[src/rtl/secuenciador_mac.sv]
// Coefficient reader and multiply-accumulate engine for the servo path: y = sum C[k]*x[n-k],
// shifted, saturated and registered. Define SECUENCIADOR_MAC_ROUND_EN for round-half-up before the shift.
module secuenciador_mac #(
    parameter int cant_bits = 16,
    parameter int frac_bits = 8,
    parameter int n_taps    = 7
) (
    input  logic                 clk,
    input  logic                 reset_n,
    input  logic                 start,
    input  logic [cant_bits-1:0] x_in,
    input  logic [cant_bits-1:0] Constantes,
    output logic [3:0]           estados,
    output logic [cant_bits-1:0] y_out,
    output logic                 done,
    output logic                 busy,
    output logic                 sat
);

    localparam int AW = 2 * cant_bits + 4;
    localparam logic [3:0] LAST_TAP = 4'(n_taps - 1);
    localparam logic signed [AW-1:0] Y_MAX = {{(AW-cant_bits+1){1'b0}}, {(cant_bits-1){1'b1}}};
    localparam logic signed [AW-1:0] Y_MIN = {{(AW-cant_bits+1){1'b1}}, {(cant_bits-1){1'b0}}};

    typedef enum logic [1:0] {IDLE, MAC, OUT} state_t;

    state_t                      state_q;
    logic signed [cant_bits-1:0] hist_q [n_taps];
    logic signed [AW-1:0]        acc_q;
    logic [3:0]                  k_q;
    logic [cant_bits-1:0]        y_q;
    logic                        done_q;
    logic                        busy_q;
    logic                        sat_q;

    logic signed [cant_bits-1:0]   x_sel_d;
    logic signed [2*cant_bits-1:0] prod_d;
    logic signed [AW-1:0]          acc_sum_d;
    logic signed [AW-1:0]          acc_adj_d;
    logic signed [AW-1:0]          shifted_d;
    logic [cant_bits-1:0]          y_d;
    logic                          sat_d;

    // Tap counter doubles as the ROM index; it rests at 0 outside MAC.
    assign estados = k_q;
    assign y_out   = y_q;
    assign done    = done_q;
    assign busy    = busy_q;
    assign sat     = sat_q;

    always_comb begin
        x_sel_d = '0;
        for (int i = 0; i < n_taps; i++) begin
            if (k_q == i[3:0]) begin
                x_sel_d = hist_q[i];
            end
        end
    end

    // Registered index -> external ROM -> multiplier -> accumulator in one cycle.
    assign prod_d    = $signed(Constantes) * x_sel_d;
    assign acc_sum_d = acc_q + {{(AW-2*cant_bits){prod_d[2*cant_bits-1]}}, prod_d};

`ifdef SECUENCIADOR_MAC_ROUND_EN
    localparam logic signed [AW-1:0] ROUND_K = AW'(1) << (frac_bits - 1);
    assign acc_adj_d = acc_q + ROUND_K;
`else
    assign acc_adj_d = acc_q;
`endif

    assign shifted_d = acc_adj_d >>> frac_bits;

    always_comb begin
        y_d   = shifted_d[cant_bits-1:0];
        sat_d = 1'b0;
        if (shifted_d > Y_MAX) begin
            y_d   = Y_MAX[cant_bits-1:0];
            sat_d = 1'b1;
        end else if (shifted_d < Y_MIN) begin
            y_d   = Y_MIN[cant_bits-1:0];
            sat_d = 1'b1;
        end
    end

    always_ff @(posedge clk or negedge reset_n) begin
        if (!reset_n) begin
            state_q <= IDLE;
            acc_q   <= '0;
            k_q     <= '0;
            y_q     <= '0;
            done_q  <= 1'b0;
            busy_q  <= 1'b0;
            sat_q   <= 1'b0;
            for (int i = 0; i < n_taps; i++) begin
                hist_q[i] <= '0;
            end
        end else begin
            done_q <= 1'b0;
            case (state_q)
                IDLE: begin
                    if (start) begin
                        hist_q[0] <= $signed(x_in);
                        for (int i = 1; i < n_taps; i++) begin
                            hist_q[i] <= hist_q[i-1];
                        end
                        acc_q   <= '0;
                        k_q     <= '0;
                        busy_q  <= 1'b1;
                        state_q <= MAC;
                    end
                end
                MAC: begin
                    acc_q <= acc_sum_d;
                    if (k_q == LAST_TAP) begin
                        k_q     <= '0;
                        state_q <= OUT;
                    end else begin
                        k_q <= k_q + 4'd1;
                    end
                end
                OUT: begin
                    y_q     <= y_d;
                    sat_q   <= sat_d;
                    done_q  <= 1'b1;
                    busy_q  <= 1'b0;
                    state_q <= IDLE;
                end
                default: begin
                    state_q <= IDLE;
                end
            endcase
        end
    end

endmodule

[config.mk]
export PLATFORM = sky130hd
export DESIGN_NAME = secuenciador_mac
export DESIGN_NICKNAME = d
export VERILOG_FILES = /design/src/rtl/secuenciador_mac.sv
export SDC_FILE = /design/constraint.sdc
export NUM_CORES = 1
export LEC_CHECK = 0
export ABC_AREA = 0
export BUFFER_PORTS_ARGS = -buffer_cell sky130_fd_sc_hd__buf_2
export CELL_PAD_IN_SITES_DETAIL_PLACEMENT = 1
export CELL_PAD_IN_SITES_GLOBAL_PLACEMENT = 1
export CORE_MARGIN = 4
export CORE_UTILIZATION = 50
export CTS_BUF_LIST = sky130_fd_sc_hd__clkbuf_16
export DETAILED_ROUTE_END_ITERATION = 10
export PLACE_DENSITY = 0.91
export SLEW_MARGIN = 20
export SYNTH_ARGS = -nofsm -noshare
export SYNTH_HDL_FRONTEND = slang
export SYNTH_SLANG_ARGS = --single-unit
[constraint.sdc]
create_clock -name clk -period 13.8 [get_ports clk]
set_input_delay 2.76 -clock clk [delete_from_list [all_inputs] [get_ports clk]]
set_output_delay 2.76 -clock clk [all_outputs]
set_load 0.01 [all_outputs]
Word level (Yosys, flattened, before mapping)
Cells that the tools add are included.
Widths: inputs -> output; s select.
- output and inout bits: 23
- input port bits: 35
- register bits after elaboration: 173
- logic and storage cells: 59
- magnitude comparators: 2
- equality and inequality tests: 10
- $mul: 1
- multiplexer cells: 22
- reduce and logical (&&, ||, !) cells: 8
- add/sub/neg operators: 2
- operators with widths (kind ; count):
    $mux 16 ; 9
    $pmux 36 s2 ; 1
    $add 36x36->36 ; 1
    $mux 36 ; 1
    $mul 16x16->32 ; 1
    $gt 28x16->1 const B ; 1
    $lt 28x16->1 const B ; 1
    $eq 4x3->1 const B ; 3
    $eq 4x2->1 const B ; 2
    $mux 4 ; 2
    $pmux 4 s2 ; 1
    $reduce_and 2->1 ; 4
    $add 4x1->4 const B ; 1
    $eq 4x1->1 const B ; 1
    $logic_not 4->1 ; 1
    $mux 1 ; 4
    $mux 2 ; 2
    $ne 2x2->1 const B ; 2
    $pmux 2 s2 ; 1
    $reduce_bool 2->1 ; 2
    $eq 2x1->1 const B ; 1
    $eq 2x2->1 const B ; 1
    $logic_not 2->1 ; 1
    $pmux 1 s2 ; 1

Logic depth before layout (Yosys ltp)
Gate-level depths: netlist of the first run.
- word-level depth: 11
- depth in mapped cells: 42
- gate-level depth less buffers: 39

Worst setup path after synthesis of the first run
Ideal clock, no wire load.
- path type: input-to-reg
- start point: input port Constantes[15]
- end point: register acc_q[35], in the netlist acc_adj_d[35]
- stages on the path: 29
- path buffers: 1
- required time: 13722 ps
- setup time: 78 ps
- arrival: 10414 ps
- setup slack: 3308 ps
- path through: buf_1 > nand2_1 > inv_1 > fa_1 > inv_1 > fa_1 > inv_1 > fa_1 > fa_1 > fa_1 > inv_1 > fa_1 > inv_1 > ha_1 > a21o_1 > a21o_1 > a21oi_1 > o21ai_0 > a2111oi_2 > nor2_1 > xnor2_1 > ha_1 > nand2_1 > or4_4 > o211a_1 > or4_1 > a311o_1 > a211oi_2 > o21bai_1
- word-level cells in the longest chain between the ends: 3
- ends and longest elaborated chain (what ; line ; text):
    start, declared ; 12 ; input logic [cant_bits-1:0] Constantes,
    $mul 16x16->32 ; 61 ; assign prod_d = $signed(Constantes) * x_sel_d;
    $add 36x36->36 ; 62 ; assign acc_sum_d = acc_q + {{(AW-2*cant_bits){prod_d[2*cant_bits-1]}}, prod_d};
    $pmux 36 s2 ; 99 ; case (state_q)
    end signal, assigned ; 113 ; acc_q <= acc_sum_d;
    end, declared ; 29 ; logic signed [AW-1:0] acc_q;
Every way passes these cells.
A chain may end at the register's enable or synchronous reset.

Final worst setup path of the first run
- start point: input port Constantes[11]
- end point: register acc_q[35], in the netlist acc_adj_d[35]
The elaborated chain is that of the path after synthesis.

==> metrics.md, run 1 <==
| Metric | Value |
|---|---|
| Status | finished clean |
| Layout fillers | 4,356 |
| Worst setup path class | primary input to register |
| Slowest-stage cell, CP | fa_1 |
| Routed wire length | 57,800 um |
| Worst setup SP type | primary input |
| Worst Path Required | 14.19 ns |
| Cell count after synthesis | 2,141 |
| CP Data Arrival Time | 11.34 ns |
| Die Y | 202 um |
| Vias per cell | 5.80 |
| First-pass GRT wire length | 94,400 um |
| Final Max Slew Viols | 0 |
| Clk root buf | clkbuf_16 |
| Layout net count | 2,561 |
| Grt total ovfl | 0 |
| Tcrit/Tclk final | 79.4% |
| # IOs | 58 |
| Post-synth EDFFs | 0 |
| Fin Setup TNS | 0 ns |
| Cell row count | 70 |
| Cts repair resizes | 0 |
| Sequential-to-total area share from yosys stat | 23.0% |
| CP endpoint | acc_adj_d[35]$_DFFE_PN0P_ |
| Number of global-route vias before repair | 18,155 |
| Via count | 15,439 |
| Tmin final | 10.96 ns |
| CTS max path bufs | 2 |
| DRC viols | 0 |
| Fraction of registers with async set/reset | 100% |
| Core ar. | 36,900 sq um |
| Post-route ant nets | 0 |
| # Max-Cap Violations | 0 |
| Hold crit path type | register to register |
| I/O Buffers | 57 |
| Worst R2R Path Depth | 32 |
| Post-DP HPWL | 42,900 um |
| Actual slew at the worst max-slew pin | 0.987 ns |
| Clk slew on worst S/H paths | 0.07 ns |
| RSZ-0062 raised after global routing | false |
| Layout cells sized above 1 | 5.79% |
| Final hold violations | 0 |
| Setup-failing EPs final | 0 |
| DR WL/cell | 21.7 um |
| Slew headroom | 34.1% |
| CTS H-tree depth | 4 |
| Worst R2R End | acc_adj_d[35]$_DFFE_PN0P_ |
| Worst R2R Start | estados[1]$_DFFE_PN0P_ |
| Critical path origin | Constantes[11] |
| Largest net degree at the start of global routing | 112 |
| Initial core utilization | 51.1% |
| Full die area | 40,800 sq um |
| Synth Flop Type | dfrtp_1 |
| CP max stage delay | 0.61 ns |
| Die W | 202 um |
| Worst skew pair latency | 0.46 ns |
| Fmax | 91.3 MHz |
| R2R setup slack | 2.92 ns |
| Final Skew | 0.0152 ns |
| Placer Congestion | 0.856 |
| Crit-path most repeated cell | fa_1 |
| Netlist Area Pre-Place | 18,800 sq um |
| Sink Count | 173 |
| Number of iterations in the first detailed-routing pass | 5 |
| Worst Setup End Kind | register |
| Synth Net Count | 2,556 |
| Total GRT Usage | 29.0% |
| Yosys cell types | 69 |
| Synth warnings | 0 |
| Initial antenna violation count | 0 |
| CTS tree | yes |
| Diodes inserted | 0 |
| CTS buffer count | 17 |
| Area delta synth->final | 7.19% |
| #FFs+latches synth | 173 |
| DRT iter0 DRCs | 1,000 |
| Synth Area per Inst | 8.79 sq um |
| Setup Buffers After CTS | 0 |
| Max FO, Critical Path | 16 |
| Hold_buf cts | 0 |
-- cells in the mapped netlist (12+ instances only) --
library cell / number / area [sq um]
nor2_1: 45 / 169
a222oi_1: 12 / 120
o21ai_0: 87 / 435
nand2_1: 531 / 1990
nor3_1: 12 / 60.1
a31oi_1: 12 / 75.1
a21o_1: 29 / 218
xnor2_1: 34 / 298
fa_1: 263 / 5270
clkbuf_1: 77 / 289
xor2_1: 21 / 184
ha_1: 117 / 1460
a22oi_1: 35 / 263
a21oi_1: 48 / 240
inv_1: 329 / 1230
nand3_1: 26 / 130
dfrtp_1: 173 / 4330
and2_1: 121 / 757
-- cells by family (layout without fill, tap and decap cells) --
| family | after synthesis | in the layout | synth area share, % |
|---|---|---|---|
| compound gates | 306 | 306 | 10.9 |
| xor+xnor | 55 | 55 | 2.56 |
| fa+ha+maj | 380 | 380 | 35.7 |
| buf+inv | 415 | 433 | 8.43 |
| flops | 173 | 173 | 23.0 |
| mux | 7 | 7 | 0.392 |
| simple gates | 805 | 805 | 19.0 |
-- worst min path at each step --
stage | startpoint | to | slack, ns | cells past startpoint
4_1_cts | hist_q[6]$_DFFE_PN0P_ | hist_q[6]$_DFFE_PN0P_ | 0.48 | 2
3_5_place_dp | hist_q[6]$_DFFE_PN0P_ | hist_q[6]$_DFFE_PN0P_ | 0.47 | 2
6_report | hist_q[6]$_DFFE_PN0P_ | hist_q[6]$_DFFE_PN0P_ | 0.48 | 2
3_3_place_gp | hist_q[5]$_DFFE_PN0P_ | hist_q[5]$_DFFE_PN0P_ | 0.46 | 2
2_1_floorplan | hist_q[0]$_DFFE_PN0P_ | hist_q[0]$_DFFE_PN0P_ | 0.44 | 2
5_1_grt | hist_q[10]$_DFFE_PN0P_ | hist_q[10]$_DFFE_PN0P_ | 0.51 | 2
-- final cells by class --
class / instances / area (sq um) / share of cell area, %
clock buffers: 17 / 425 / 2.11
inverters: 329 / 1230 / 6.12
clock inverters: 15 / 206 / 1.02
multi-input cells: 1553 / 12900 / 64.2
well taps: 504 / 631 / 3.12
repair buffers: 72 / 408 / 2.02
flip-flops and latches: 173 / 4330 / 21.5
-- critical path, delay by kind of cell --
family                     cells  cell delay [ns]
AOI/OAI and AO/OA              9             2.13
xor gates and xnor gates       1             0.10
adders and majority gates      8             4.07
buffers and inverters          4             0.52
and+or+nand+nor                7             1.73
-- layer usage --
| metal | vias up | part of all wire [%] | track usage, % |
|---|---|---|---|
| met5 | - | 0 | 0 |
| met4 | 0 | 5.5 | 15.4 |
| met2 | 473 | 54 | 53.6 |
| met1 | 7999 | 37 | 32.0 |
| li1 | 6751 | - | - |
| met3 | 216 | 3.7 | 4.28 |
-- registers in the layout, indices dropped and copies added, names as in the netlist --
signal and flops:
estados 4, busy 1, acc_adj_d 36, hist_q 112, y_out 16, state_q 2
done 1, sat 1
-- per-stage QoR --
stage / worst slack, ns / instance area (sq um) / cells / hold WS (ns) / utilization (%)
detailed placement: 2.41 / 19500 / 2631 / 0.467 / 53.0
global route: 2.41 / 20200 / 2663 / 0.507 / 54.7
CTS: 2.89 / 20200 / 2663 / 0.483 / 54.7
finish: 2.84 / 20200 / 2663 / 0.477 / 54.7
global placement: 2.82 / 19500 / 2631 / 0.457 / 53.0
floorplan: 3.31 / 18800 / 2141 / 0.445 / -
-- placed cells by master (no fill, tap or decap), types with 14 or more instances in the layout --
master,count
a21o_1,29
a21oi_1,48
a22oi_1,35
and2_1,120
buf_2,56
buf_4,14
clkbuf_16,17
dfrtp_1,173
fa_1,263
ha_1,117
inv_1,333
nand2_1,530
nand3_1,26
nor2_1,44
o21ai_0,87
xnor2_1,34
xor2_1,21
Power of run 1 is left out: the tool's default activity adds up to more than one toggle a clock period on the data nets, which glitch-free logic cannot reach.
==> run 2: changes to the inputs <==
==> constraint.sdc (replaced) <==
create_clock -name clk -period 10.9 [get_ports clk]
set_input_delay 2.18 -clock clk [delete_from_list [all_inputs] [get_ports clk]]
set_output_delay 2.18 -clock clk [all_outputs]
set_load 0.01 [all_outputs]
==> metrics.md, run 2 (same netlist as run 1, synthesis figures left out) <==
| Metric | Value |
|---|---|
| Placer Congestion | 0.919 (+7.3%) |
| Worst skew pair latency | 0.45 ns (about the same) |
| Worst Setup End Kind | register |
| Status | finished clean |
| Layout net count | 2,591 (+1.2%) |
| Die Y | 202 um (unchanged) |
| DR WL/cell | 22.1 um (+1.7%) |
| R2R setup slack | 0.53 ns (-2.39 ns) |
| Number of iterations in the first detailed-routing pass | 6 (+1) |
| Tcrit/Tclk final | 95.6% |
| Grt total ovfl | 0 (unchanged) |
| Slowest-stage cell, CP | fa_1 |
| Worst R2R Start | estados[2]$_DFFE_PN0P_ |
| Tmin final | 10.42 ns |
| Max FFs per register | 112 (unchanged) |
| Largest net degree at the start of global routing | 116 (+3.6%) |
| Most common cell after layout, fill and taps aside | nand2_1 |
| Layout fillers | 4,339 (-0.39%) |
| Initial core utilization | 51.1% (unchanged) |
| Worst Path Required | 11.28 ns (-2.91 ns) |
| CP endpoint | acc_adj_d[35]$_DFFE_PN0P_ |
| CTS max path bufs | 2 (unchanged) |
| Worst R2R Path Depth | 36 (+13%) |
| Total GRT Usage | 29.7% (+0.74 points) |
| Hold crit path type | register to register |
| Area delta synth->final | 7.76% |
| Final hold slack | 0.477 ns (-0.0000770 ns) |
| CTS H-tree depth | 4 (unchanged) |
| Cell row count | 70 (unchanged) |
| FF/Latch Area | 4330 sq um (about the same) |
| Most frequent cells in the layout | nand2_1 (529), inv_1 (331), fa_1 (263) |
| RSZ-0062 raised after global routing | false |
| Cts repair resizes | 0 (unchanged) |
| Final hold violations | 0 (unchanged) |
| Critical path origin | Constantes[15] |
| Worst setup path class | primary input to register |
| Slew headroom | 41.0% (+6.9 points) |
| CP Data Arrival Time | 10.80 ns (-0.54 ns) |
| Post-route ant nets | 0 (unchanged) |
| Worst setup SP type | primary input |
| Final Skew | 0.00699 ns (-0.00824 ns) |
| Critical path depth in cells | 31 (+6.9%) |
| Crit-path most repeated cell | fa_1 |
| Clk root buf | clkbuf_16 |
| Layout cells sized above 1 | 7.18% (+1.4 points) |
| CTS tree | yes |
| CP max stage delay | 0.69 ns (+0.08 ns) |
| Final Max Slew Viols | 0 (unchanged) |
| Die W | 202 um (unchanged) |
| Number of global-route vias before repair | 18,221 (+0.36%) |
| Worst R2R End | acc_adj_d[35]$_DFFE_PN0P_ |
| First-pass GRT wire length | 96,300 um (+2.0%) |
| Via count | 15,541 (+0.66%) |
| # IOs | 58 (unchanged) |
| Full die area | 40,800 sq um (unchanged) |
| Post-DP HPWL | 46,900 um (+9.4%) |
| Fin Setup TNS | 0 ns (unchanged) |
| DRC viols | 0 (unchanged) |
| # Max-Cap Violations | 0 (unchanged) |
| Setup-failing EPs final | 0 (unchanged) |
| Initial antenna violation count | 1 (+1) |
| Hold_buf cts | 0 (unchanged) |
| Max FO, Critical Path | 13 (-3) |
| CTS buffer count | 17 (unchanged) |
| Routed wire length | 59,400 um (+2.8%) |
| Clk slew on worst S/H paths | 0.07 ns (about the same) |
| Core ar. | 36,900 sq um (unchanged) |
| Sink Count | 173 (unchanged) |
| CP Buf/Inv Count | 6 (+2) |
| Multi-input gate area | 13,000 sq um (about the same) |
| Delay-heaviest family, CP | adder cells |
| Setup Buffers After CTS | 0 (unchanged) |
| Actual slew at the worst max-slew pin | 0.885 ns (-0.102 ns) |
| Vias per cell | 5.77 (-0.46%) |
| DRT iter0 DRCs | 922 (-7.8%) |
| Biggest register | hist_q |
| Fmax | 96.0 MHz |
| I/O Buffers | 57 (unchanged) |
## run 2: worst min-delay path by stage
stage / startpoint / endpoint / slack (ns) / cells past startpoint
CTS: busy$_DFFE_PN0P_ / busy$_DFFE_PN0P_ / 0.48 / 2
global route: hist_q[9]$_DFFE_PN0P_ / hist_q[9]$_DFFE_PN0P_ / 0.51 / 2
finish: y_out[4]$_DFFE_PN0P_ / y_out[4]$_DFFE_PN0P_ / 0.48 / 2
global placement: hist_q[10]$_DFFE_PN0P_ / hist_q[10]$_DFFE_PN0P_ / 0.46 / 2
floorplan: hist_q[0]$_DFFE_PN0P_ / hist_q[0]$_DFFE_PN0P_ / 0.44 / 2
detailed placement: busy$_DFFE_PN0P_ / busy$_DFFE_PN0P_ / 0.47 / 2
## run 2: worst reg2reg max path: cells and delay by family, from the launching register on
kind / cells / cell delay (ns)
adder cells (fa/ha/maj): 8 / 3.69
AO/OA/AOI/OAI: 11 / 2.57
AND/OR/NAND/NOR: 9 / 2.29
buffers and inverters: 7 / 1.24
flip-flops: 1 / 0.44
XOR/XNOR: 1 / 0.09
## run 2: through the flow
step           utilization [%]  std cells  area (sq um)  setup WS [ns]
3_5_place_dp              53.6       2661         19800          0.126
4_1_cts                   55.0       2692         20300          0.351
3_3_place_gp              53.6       2661         19800          0.501
6_report                  55.0       2693         20300          0.481
2_1_floorplan                -       2141         18800          0.988
5_1_grt                   55.0       2692         20300         0.0120
## run 2: final cells by class
cell class | instances | share of cell area [%]
repair buffers | 102 | 3.12
multi-input cells | 1553 | 63.8
flip-flops and latches | 173 | 21.3
well taps | 504 | 3.11
clock buffers | 17 | 2.10
clock inverters | 14 | 0.395
inverters | 329 | 6.09
diodes | 1 | 0.0123
## run 2: layer usage
layer  global-route usage (%)  vias to the layer above  share of wire [%]
li1                         -                     6829                  -
met1                     33.0                     8022                 37
met2                     54.7                      464                 53
met3                     4.08                      224                4.1
met4                     16.4                        2                6.2
met5                        0                        -              0.022
Power of run 2 is left out for the same reason.
